File: config.mk
export PLATFORM = sky130hd
export DESIGN_NAME = data_island_scheduler
export DESIGN_NICKNAME = d
export VERILOG_FILES = /design/src/rtl/dis_pkg.sv /design/src/rtl/dis_budget_check.sv /design/src/rtl/data_island_scheduler.sv
export SDC_FILE = /design/constraint.sdc
export NUM_CORES = 1
export LEC_CHECK = 0
export CORE_MARGIN = 2
export CORE_UTILIZATION = 55
export CTS_CLUSTER_DIAMETER = 150
export CTS_CLUSTER_SIZE = 20
export DETAILED_ROUTE_END_ITERATION = 10
export MAX_ROUTING_LAYER = met4
export PLACE_DENSITY = 0.8
export SLEW_MARGIN = 20
export SYNTH_ARGS = -nofsm -noshare
export SYNTH_HDL_FRONTEND = slang
export SYNTH_SLANG_ARGS = --single-unit
File: constraint.sdc
create_clock -name clk_pixel -period 3.7 [get_ports clk_pixel]
set_clock_uncertainty 0.2 [all_clocks]
set_input_delay 0.555 -clock clk_pixel [delete_from_list [all_inputs] [get_ports clk_pixel]]
set_output_delay 0.555 -clock clk_pixel [all_outputs]
set_load 0.1 [all_outputs]
File: src/rtl/dis_pkg.sv
// Shared types and constants for the HDMI data-island scheduler.
// mode_t is the period type driven to the TMDS channel muxes.
package dis_pkg;

  typedef enum logic [2:0] {
    MODE_CONTROL  = 3'd0,
    MODE_PREAMBLE = 3'd1,
    MODE_LGUARD   = 3'd2,
    MODE_DATA     = 3'd3,
    MODE_TGUARD   = 3'd4
  } mode_t;

  typedef enum logic [2:0] {
    ST_IDLE   = 3'd0,
    ST_LEAD   = 3'd1,
    ST_PRE    = 3'd2,
    ST_LGUARD = 3'd3,
    ST_DATA   = 3'd4,
    ST_TGUARD = 3'd5
  } state_t;

  localparam int PREAMBLE_LEN = 8;
  localparam int GUARD_LEN    = 2;
  localparam int PACKET_LEN   = 32;

  function automatic mode_t mode_of(input state_t st);
    case (st)
      ST_PRE:    return MODE_PREAMBLE;
      ST_LGUARD: return MODE_LGUARD;
      ST_DATA:   return MODE_DATA;
      ST_TGUARD: return MODE_TGUARD;
      default:   return MODE_CONTROL;
    endcase
  endfunction

endpackage

File: src/rtl/dis_budget_check.sv
// Combinational check: does an island of n packets fit inside blank_len pixels?
// The sum is formed BLANK_W+6 bits wide so a large n can never wrap.
module dis_budget_check
  import dis_pkg::*;
#(
  parameter int BLANK_W      = 12,
  parameter int LEAD_OFFSET  = 4,
  parameter int TAIL_RESERVE = 14
) (
  input  logic [BLANK_W-1:0] blank_len,
  input  logic [4:0]         n,
  output logic               fits
);

  localparam int CW = BLANK_W + 6;
  // Lead-in, preamble, both guard bands and the tail reserve are fixed per island.
  localparam logic [CW-1:0] FIXED_COST =
    CW'(LEAD_OFFSET + PREAMBLE_LEN + 2 * GUARD_LEN + TAIL_RESERVE);

  logic [CW-1:0] need;
  logic [CW-1:0] avail;

  assign need  = FIXED_COST + (CW'(n) << 5);
  assign avail = CW'(blank_len);
  assign fits  = (need <= avail);

endmodule

File: src/rtl/data_island_scheduler.sv
// Schedules HDMI data-island periods (preamble, guards, 32-pixel packets) in each
// horizontal blanking interval; all outputs are registered and describe the current pixel.
module data_island_scheduler
  import dis_pkg::*;
#(
  parameter int BLANK_W      = 12,
  parameter int LEAD_OFFSET  = 4,
  parameter int TAIL_RESERVE = 14,
  parameter int MAX_PACKETS  = 18
) (
  input  logic               clk_pixel,
  input  logic               reset_n,
  input  logic               blank_start,
  input  logic [BLANK_W-1:0] blank_len,
  input  logic               packet_request,
  output mode_t              mode,
  output logic               packet_enable,
  output logic [4:0]         packet_pixel_counter,
  output logic [4:0]         packets_in_island,
  output logic               overrun,
  output state_t             state_dbg
);

  localparam logic [BLANK_W-1:0] LEAD_RELOAD =
    (LEAD_OFFSET > 1) ? BLANK_W'(LEAD_OFFSET - 2) : '0;
  localparam logic [BLANK_W-1:0] PRE_RELOAD   = BLANK_W'(PREAMBLE_LEN - 1);
  localparam logic [BLANK_W-1:0] GUARD_RELOAD = BLANK_W'(GUARD_LEN - 1);
  localparam logic [4:0]         MAX_P        = 5'(MAX_PACKETS);

  state_t             state_q, state_d;
  logic [BLANK_W-1:0] cnt_q, cnt_d;
  logic [BLANK_W-1:0] blank_q, blank_d;
  mode_t              mode_q, mode_d;
  logic               pe_q, pe_d;
  logic [4:0]         ppc_q, ppc_d;
  logic [4:0]         pic_q, pic_d;
  logic               overrun_q, overrun_d;

  logic [BLANK_W-1:0] fit_len;
  logic [4:0]         fit_n;
  logic               fits;

  // In IDLE the check sees the incoming line's length for n=1; during DATA it
  // sees the latched length for one packet more than already issued.
  assign fit_len = (state_q == ST_IDLE) ? blank_len : blank_q;
  assign fit_n   = (state_q == ST_IDLE) ? 5'd1 : pic_q + 5'd1;

  dis_budget_check #(
    .BLANK_W      (BLANK_W),
    .LEAD_OFFSET  (LEAD_OFFSET),
    .TAIL_RESERVE (TAIL_RESERVE)
  ) u_budget (
    .blank_len (fit_len),
    .n         (fit_n),
    .fits      (fits)
  );

  always_comb begin
    state_d   = state_q;
    cnt_d     = cnt_q;
    blank_d   = blank_q;
    pe_d      = 1'b0;
    ppc_d     = 5'd0;
    pic_d     = pic_q;
    overrun_d = overrun_q | (blank_start && (state_q != ST_IDLE));

    case (state_q)
      ST_IDLE: begin
        if (blank_start) begin
          blank_d = blank_len;
          pic_d   = 5'd0;
          if (packet_request && fits) begin
            if (LEAD_OFFSET > 1) begin
              state_d = ST_LEAD;
              cnt_d   = LEAD_RELOAD;
            end else begin
              state_d = ST_PRE;
              cnt_d   = PRE_RELOAD;
            end
          end
        end
      end
      ST_LEAD: begin
        if (cnt_q == '0) begin
          state_d = ST_PRE;
          cnt_d   = PRE_RELOAD;
        end else begin
          cnt_d = cnt_q - 1'b1;
        end
      end
      ST_PRE: begin
        if (cnt_q == '0) begin
          state_d = ST_LGUARD;
          cnt_d   = GUARD_RELOAD;
        end else begin
          cnt_d = cnt_q - 1'b1;
        end
      end
      ST_LGUARD: begin
        if (cnt_q == '0) begin
          state_d = ST_DATA;
          pic_d   = pic_q + 5'd1;
        end else begin
          cnt_d = cnt_q - 1'b1;
          pe_d  = 1'b1;
        end
      end
      ST_DATA: begin
        // The continue decision is taken one pixel early so packet_enable can be
        // registered and still appear on the counter==31 pixel; pe_q then carries it.
        if (ppc_q == 5'd30) begin
          ppc_d = 5'd31;
          pe_d  = packet_request && (pic_q < MAX_P) && fits;
        end else if (ppc_q == 5'd31) begin
          if (pe_q) begin
            pic_d = pic_q + 5'd1;
          end else begin
            state_d = ST_TGUARD;
            cnt_d   = GUARD_RELOAD;
          end
        end else begin
          ppc_d = ppc_q + 5'd1;
        end
      end
      ST_TGUARD: begin
        if (cnt_q == '0) begin
          state_d = ST_IDLE;
        end else begin
          cnt_d = cnt_q - 1'b1;
        end
      end
      default: state_d = ST_IDLE;
    endcase

    mode_d = mode_of(state_d);
  end

  always_ff @(posedge clk_pixel or negedge reset_n) begin
    if (!reset_n) begin
      state_q   <= ST_IDLE;
      cnt_q     <= '0;
      blank_q   <= '0;
      mode_q    <= MODE_CONTROL;
      pe_q      <= 1'b0;
      ppc_q     <= 5'd0;
      pic_q     <= 5'd0;
      overrun_q <= 1'b0;
    end else begin
      state_q   <= state_d;
      cnt_q     <= cnt_d;
      blank_q   <= blank_d;
      mode_q    <= mode_d;
      pe_q      <= pe_d;
      ppc_q     <= ppc_d;
      pic_q     <= pic_d;
      overrun_q <= overrun_d;
    end
  end

  assign mode                 = mode_q;
  assign packet_enable        = pe_q;
  assign packet_pixel_counter = ppc_q;
  assign packets_in_island    = pic_q;
  assign overrun              = overrun_q;
  assign state_dbg            = state_q;

endmodule

## Word level (Yosys, flattened, before mapping)

Index checks and enable logic that the tools add are counted.

- Bits in registers: 42
- Input port bits: 16
- Output and inout bits: 18
- Word-level logic and storage cells: 81

- $add $sub $neg: 4
- Order comparisons: 2
- Equal/unequal tests: 19
- Muxes and demuxes: 34
- Bitwise operators: 1
- Reductions and logical operators: 13

Operators by type and width:

| operator | number |
|---|---|
| 2-to-1 mux 12 bit | 9 |
| one-hot mux 12 bit (5 select lines) | 1 |
| 2-to-1 mux 5 bit | 9 |
| 2-to-1 mux 3 bit | 9 |
| one-hot mux 3 bit (6 select lines) | 1 |
| one-hot mux 5 bit (3 select lines) | 1 |
| inequality test 2 bit (second input constant) | 7 |
| == test 3 x 2 -> 1 bit (second input constant) | 4 |
| == test 3 bit (second input constant) | 4 |
| <= comparator 11 x 12 -> 1 bit | 1 |
| zero test 12 bit | 1 |
| one-hot mux 3 bit (4 select lines) | 1 |
| subtractor 12 x 1 -> 12 bit (second input constant) | 1 |
| adder 5 x 10 -> 11 bit (first input constant) | 1 |
| adder 5 x 1 -> 5 bit (second input constant) | 2 |
| == test 5 bit (second input constant) | 2 |
| AND reduction 7 bit | 1 |
| AND reduction 6 bit | 1 |
| nonzero test 3 bit | 2 |
| < comparator 5 bit (second input constant) | 1 |
| nonzero test 5 bit | 1 |
| logical AND 1 bit | 4 |
| == test 3 x 1 -> 1 bit (second input constant) | 1 |
| zero test 3 bit | 1 |
| other kinds (6) | 7 |

## Longest topological paths before layout

Gate-level depths: netlist of run 1.

- Depth in word-level cells: 10
- Gate-level depth with buffers: 12
- Depth with buffers taken out: 11

## Modules after synthesis

A second synthesis of run 1 with hierarchy kept.

- Cell total of the unflattened synthesis: 270
- Area, all modules: 2643.8 um^2

By module, submodules not included:

| module | times used | cells each | area an instance (um^2) | sequential area each (um^2) |
|---|---|---|---|---|
| data_island_scheduler | 1 | 247 | 2468.6 | 1051.0 |
| dis_budget_check | 1 | 23 | 175.2 | 0.0 |

## Worst setup path before layout of run 1

OpenSTA, ideal clock, no wires.

- Path type: reg-to-reg
- Start: reg state_q[0], in the netlist state_dbg[0]
- End: reg cnt_q[5]
- Setup time: 0.122 ns
- Data arrival time: 3.263 ns
- Required time: 3.378 ns
- Setup slack: 0.116 ns
- Cell stages (with the launch flop): 13
- Buffers on the path: 3
- Period minus slack after synthesis: 3.584 ns
- Cells stage by stage: dfrtp_1 -> clkbuf_1 -> nor3_1 -> buf_2 -> mux2i_1 -> ha_1 -> a211oi_1 -> o31ai_1 -> a21o_1 -> a21oi_1 -> clkbuf_1 -> o32ai_1 -> a32o_1

- Word-level cells in the longest chain between the ends: 7
- Elaborated cells between the ends (all ways): 21
- Classes of those cells: add/sub: 1; order compare: 1; eq/ne: 11; mux: 3; reduce/logical: 5

RTL lines:

| what | RTL line | text |
|---|---|---|
| start: declaration | data_island_scheduler.sv:30 | `state_t state_q, state_d;` |
| start signal: assignment | data_island_scheduler.sv:149 | `state_q <= state_d;` |
| zero test 3 bit | data_island_scheduler.sv:45, data_island_scheduler.sv:46, data_island_scheduler.sv:67 |  |
| 2-to-1 mux 5 bit | data_island_scheduler.sv:46 | `assign fit_n = (state_q == ST_IDLE) ? 5'd1 : pic_q + 5'd1;` |
| adder 5 x 10 -> 11 bit | dis_budget_check.sv:23 | `assign need = FIXED_COST + (CW'(n) << 5);` |
| <= comparator 11 x 12 -> 1 bit | dis_budget_check.sv:25 | `assign fits = (need <= avail);` |
| logical AND 1 bit | data_island_scheduler.sv:72 | `if (packet_request && fits) begin` |
| inequality test 2 x 1 -> 1 bit (no source line) | n/a |  |
| AND reduction 7 bit (no source line) | n/a |  |
| end signal: assignment | data_island_scheduler.sv:150 | `cnt_q <= cnt_d;` |
| end: declaration | data_island_scheduler.sv:31 | `logic [BLANK_W-1:0] cnt_q, cnt_d;` |

Parallel ways exist; a longest one is shown, timed or not.
A chain may end at the register's enable or synchronous reset.

## Worst setup path after layout of run 1

- Start: reg cnt_q[0]
- End: reg cnt_q[1]

- Word-level cells in the longest chain between the ends: 3
- Elaborated cells between the ends (all ways): 8
- Classes of those cells: add/sub: 1; eq/ne: 1; mux: 4; reduce/logical: 2

RTL lines:

| what | RTL line |
|---|---|
| subtractor 12 x 1 -> 12 bit / zero test 12 bit (equally long branches) | n/a |
| 2-to-1 mux 12 bit, or another cell as far along | data_island_scheduler.sv:100, data_island_scheduler.sv:126 |
| one-hot mux 12 bit (5 select lines) / AND reduction 7 bit (equally long branches) | n/a |

Parallel ways exist; a longest one is shown, timed or not. The select of a mux whose other input is x is not followed.

==> flow_metrics.py, run 1 <==
metrics = {
    "finish": {
        "final_cell_area_sq_mm": 0.00301,
        "diodes": 0,
        "syn2layout_area_growth_pct": 18.1,
        "multi_input_area_sq_mm": 0.00138,
        "layout_common_cells": "dfrtp_1 (42), clkdlybuf4s50_1 (29), nor2_1 (21), a21oi_1 (17)",
        "instances_no_fill": 346,
        "finalNetCount": 319,
        "post-route-util": 0.681,
        "seqCellArea_sq_mm": 0.00105,
        "nFillCells": 359,
        "drive_above_1_share": 0.143,
        "final_common_cell": "dfrtp_1",
    },
    "clock_network": {
        "ctsHtreeMaxLevel": 2,
        "clock_sinks": 42,
        "cts_tree": "yes",
        "cts_resized": 0,
        "cts_made_buffers": 5,
        "cts_root_buffer": "clkbuf_8",
        "cts_max_path_buffers": 2,
        "cts.clk_slew.worst_paths_ps": 80,
        "post_cts_buffers": 0,
        "clk_latency_ps": 300,
        "holdBufCountCts": 0,
    },
    "sta": {
        "layout_setup_ws_ps": 357,
        "max_freq_ghz": 0.299,
        "fin_tns_setup_ps": 0,
        "slew_viol_final": 0,
        "finalCritPeriodShare": 0.904,
        "timing.hold.ws_ps": 201,
        "relSlewSlack": 0.347,
        "worst_pin_slew_ps": 976,
        "hold_viol_final": 0,
        "setup_violations": 0,
        "period_minus_slack_ps": 3340,
        "rsz0062_at_grt": "false",
    },
    "detailed_routing": {
        "num_vias": 2133,
        "wl_microns": 5630,
        "ant_nets": 0,
        "drt-pass1-iter-count": 4,
        "wl_per_cell_microns": 16.3,
        "routed_via_density": 6.16,
        "drt_iter0_drc": 156,
        "drc_errors": 0,
    },
    "power": {
        "pwr-share-seq": 0.367,
        "pwr-share-clk": 0.147,
        "leakage_nw": 1.22,
        "sw_frac_of_total": 0.441,
        "p_int_mw": 1.13,
        "finalPower_mw": 2.02,
        "p_per_area_mw_per_mm2": 673,
        "p_comb_frac": 0.486,
        "peakVddDrop_mv": 0.560,
        "p_switching_uw": 893,
    },
    "logic_synthesis": {
        "synth_cell_types": 50,
        "synth-seq-area-share": 0.413,
        "synthXorXnorAreaFrac": 0.0103,
        "synth-adder-area-share": 0.0491,
        "synthSimpleGateAreaFrac": 0.174,
        "synth-compound-area-share": 0.218,
        "netlist_area_sq_mm": 0.00255,
        "ys.flop_type": "dfrtp_1",
        "yosys_warnings": 0,
        "synth_edf_count": 0,
        "synthCells": 260,
        "ys_seq_elements": 42,
        "synthArstFlopShare": 1.00,
        "synth_top_area_cell": "dfrtp_1",
        "synth.area.mux_share": 0.0909,
        "syn_area_per_cell_sq_um": 9.80,
        "synth.area.top_cells": "dfrtp_1 (41%), mux2_2 (5.3%), ha_1 (4.9%), o32ai_1 (3.8%), a21oi_1 (3.3%)",
        "synth_top_area_share": 0.413,
        "syn_nets": 286,
        "synth_top_family_by_area": "compound AO/OA/AOI/OAI gates",
    },
    "place": {
        "placed_cell_area_sq_mm": 0.00292,
        "io_buffer_count": 33,
        "place_worst_setup_slack_ps": 401,
        "routabilityCongestion": 0.911,
        "dp_hpwl_microns": 4010,
        "dp_cells": 338,
    },
    "floorplanning": {
        "initial_utilization": 0.577,
        "die_h_microns": 72.1,
        "rows": 24,
        "dieArea_sq_mm": 0.00519,
        "dieWidth_microns": 72.1,
        "core-area_sq_mm": 0.00441,
        "io_pins": 34,
    },
    "critical_path": {
        "r2r_setup_slack_ps": 360,
        "path_cells": "inv_1, ha_1, or3b_2, nor4_4, buf_4, nor3_2, or3_1, or3_1, mux2_4",
        "cp_slowest_cell": "or3_1",
        "critPathKind": "reg -> reg",
        "path_delay_family": "simple AND/OR/NAND/NOR gates",
        "cp_num_buf_inv": 2,
        "startpoint_type": "flop",
        "cp-end-kind": "flop",
        "r2r_end": "cnt_q[1]$_DFFE_PN0P_",
        "cp.required_ps": 3690,
        "cp_max_fo": 10,
        "slowest_delay_ps": 520,
        "r2r_start": "cnt_q[0]$_DFFE_PN0P_",
        "rr_worst_depth": 9,
        "crit_path_frequent_cell": "or3_1",
        "arrival_ps": 3330,
    },
    "global_routing": {
        "grtUsageTotal": 0.244,
        "overflow": 0,
        "grt_pass1_vias": 1995,
        "grt_start_max_net_pins": 43,
        "grt_pass1_wl_microns": 9680,
        "antenna_found_initial": 0,
    },
    "job": {
        "maxCapViolCount": 0,
    },
    "min_path": {
        "hold_path_class": "in -> async",
    },
    "outcome": {
        "status": "completed",
    },
}
## worst register-to-register path, delay by kind of cell, from the launching register on
family                     cells  cell delay, ps
and+or+nand+nor                5            1700
adders and majority gates      1             200
buffers and inverters          2             360
DFF                            1             430
muxes                          1             340
## Yosys cell counts (all sizes together), types with 9 or more instances
cell / instances
nand2b: 9
clkbuf: 9
a21oi: 17
nor2: 21
o32ai: 11
nand2: 10
dfrtp: 42
o21ai: 11
ha: 10
mux2: 14
## flip-flops by register name, summed over array words and instances (netlist names)
name                  flops
cnt_q                    12
state_dbg                 3
packet_pixel_counter      5
overrun                   1
blank_q                  12
packets_in_island         5
mode                      3
packet_enable             1
## metal layers
| metal | global-route usage | wire (microns) | up-vias |
|---|---|---|---|
| li1 | - | - | 1044 |
| met1 | 0.355 | 2730 | 1006 |
| met4 | 0.0734 | 119 | 0 |
| met5 | - | 0 | - |
| met2 | 0.350 | 2490 | 70 |
| met3 | 0.0417 | 286 | 13 |
## power groups by stage
stage               Clock [mW]  Combinational (mW)  Sequential [mW]
finish                   0.299               0.983            0.743
global route             0.324                1.07            0.769
CTS                      0.308               0.981            0.741
detailed placement           0               0.980            0.749
global placement             0               0.956            0.744
floorplan                    0               0.545            0.948
## worst max-delay path by stage
stage | slack (ps) | cells after the start | start | to
floorplan | 120 | 12 | state_dbg[0]$_DFF_PN0_ | cnt_q[5]$_DFFE_PN0P_
global placement | 470 | 9 | cnt_q[0]$_DFFE_PN0P_ | cnt_q[1]$_DFFE_PN0P_
finish | 360 | 9 | cnt_q[0]$_DFFE_PN0P_ | cnt_q[1]$_DFFE_PN0P_
global route | 200 | 9 | cnt_q[0]$_DFFE_PN0P_ | cnt_q[6]$_DFFE_PN0P_
CTS | 380 | 8 | cnt_q[0]$_DFFE_PN0P_ | cnt_q[1]$_DFFE_PN0P_
detailed placement | 400 | 8 | cnt_q[0]$_DFFE_PN0P_ | cnt_q[1]$_DFFE_PN0P_
## logic make-up (layout without fill, tap and decap cells)
group                    Yosys count  after routing
AO/OA/AOI/OAI                     78             78
AND/OR/NAND/NOR                   81             81
XOR/XNOR                           3              3
multiplexers                      21             21
flip-flops                        42             42
buffers and inverters             25             59
adder cells (fa/ha/maj)           10             10
## cell type report
cell class,instances,share of cell area
Tap cell,52,0.0216
Clock buffer,5,0.0229
Sequential cell,42,0.349
Multi-Input combinational cell,193,0.460
Timing Repair Buffer,42,0.128
Clock inverter,3,0.00707
Inverter,9,0.0112
(Power assumes the default switching activity.)
==> inputs of run 2 (changes only) <==
CTS_CLUSTER_SIZE = 25   (was 20)
TNS_END_PERCENT = 30   (was not set)
==> results of run 2 <==
Final layout, timing and power as in run 1 (identical DEF).
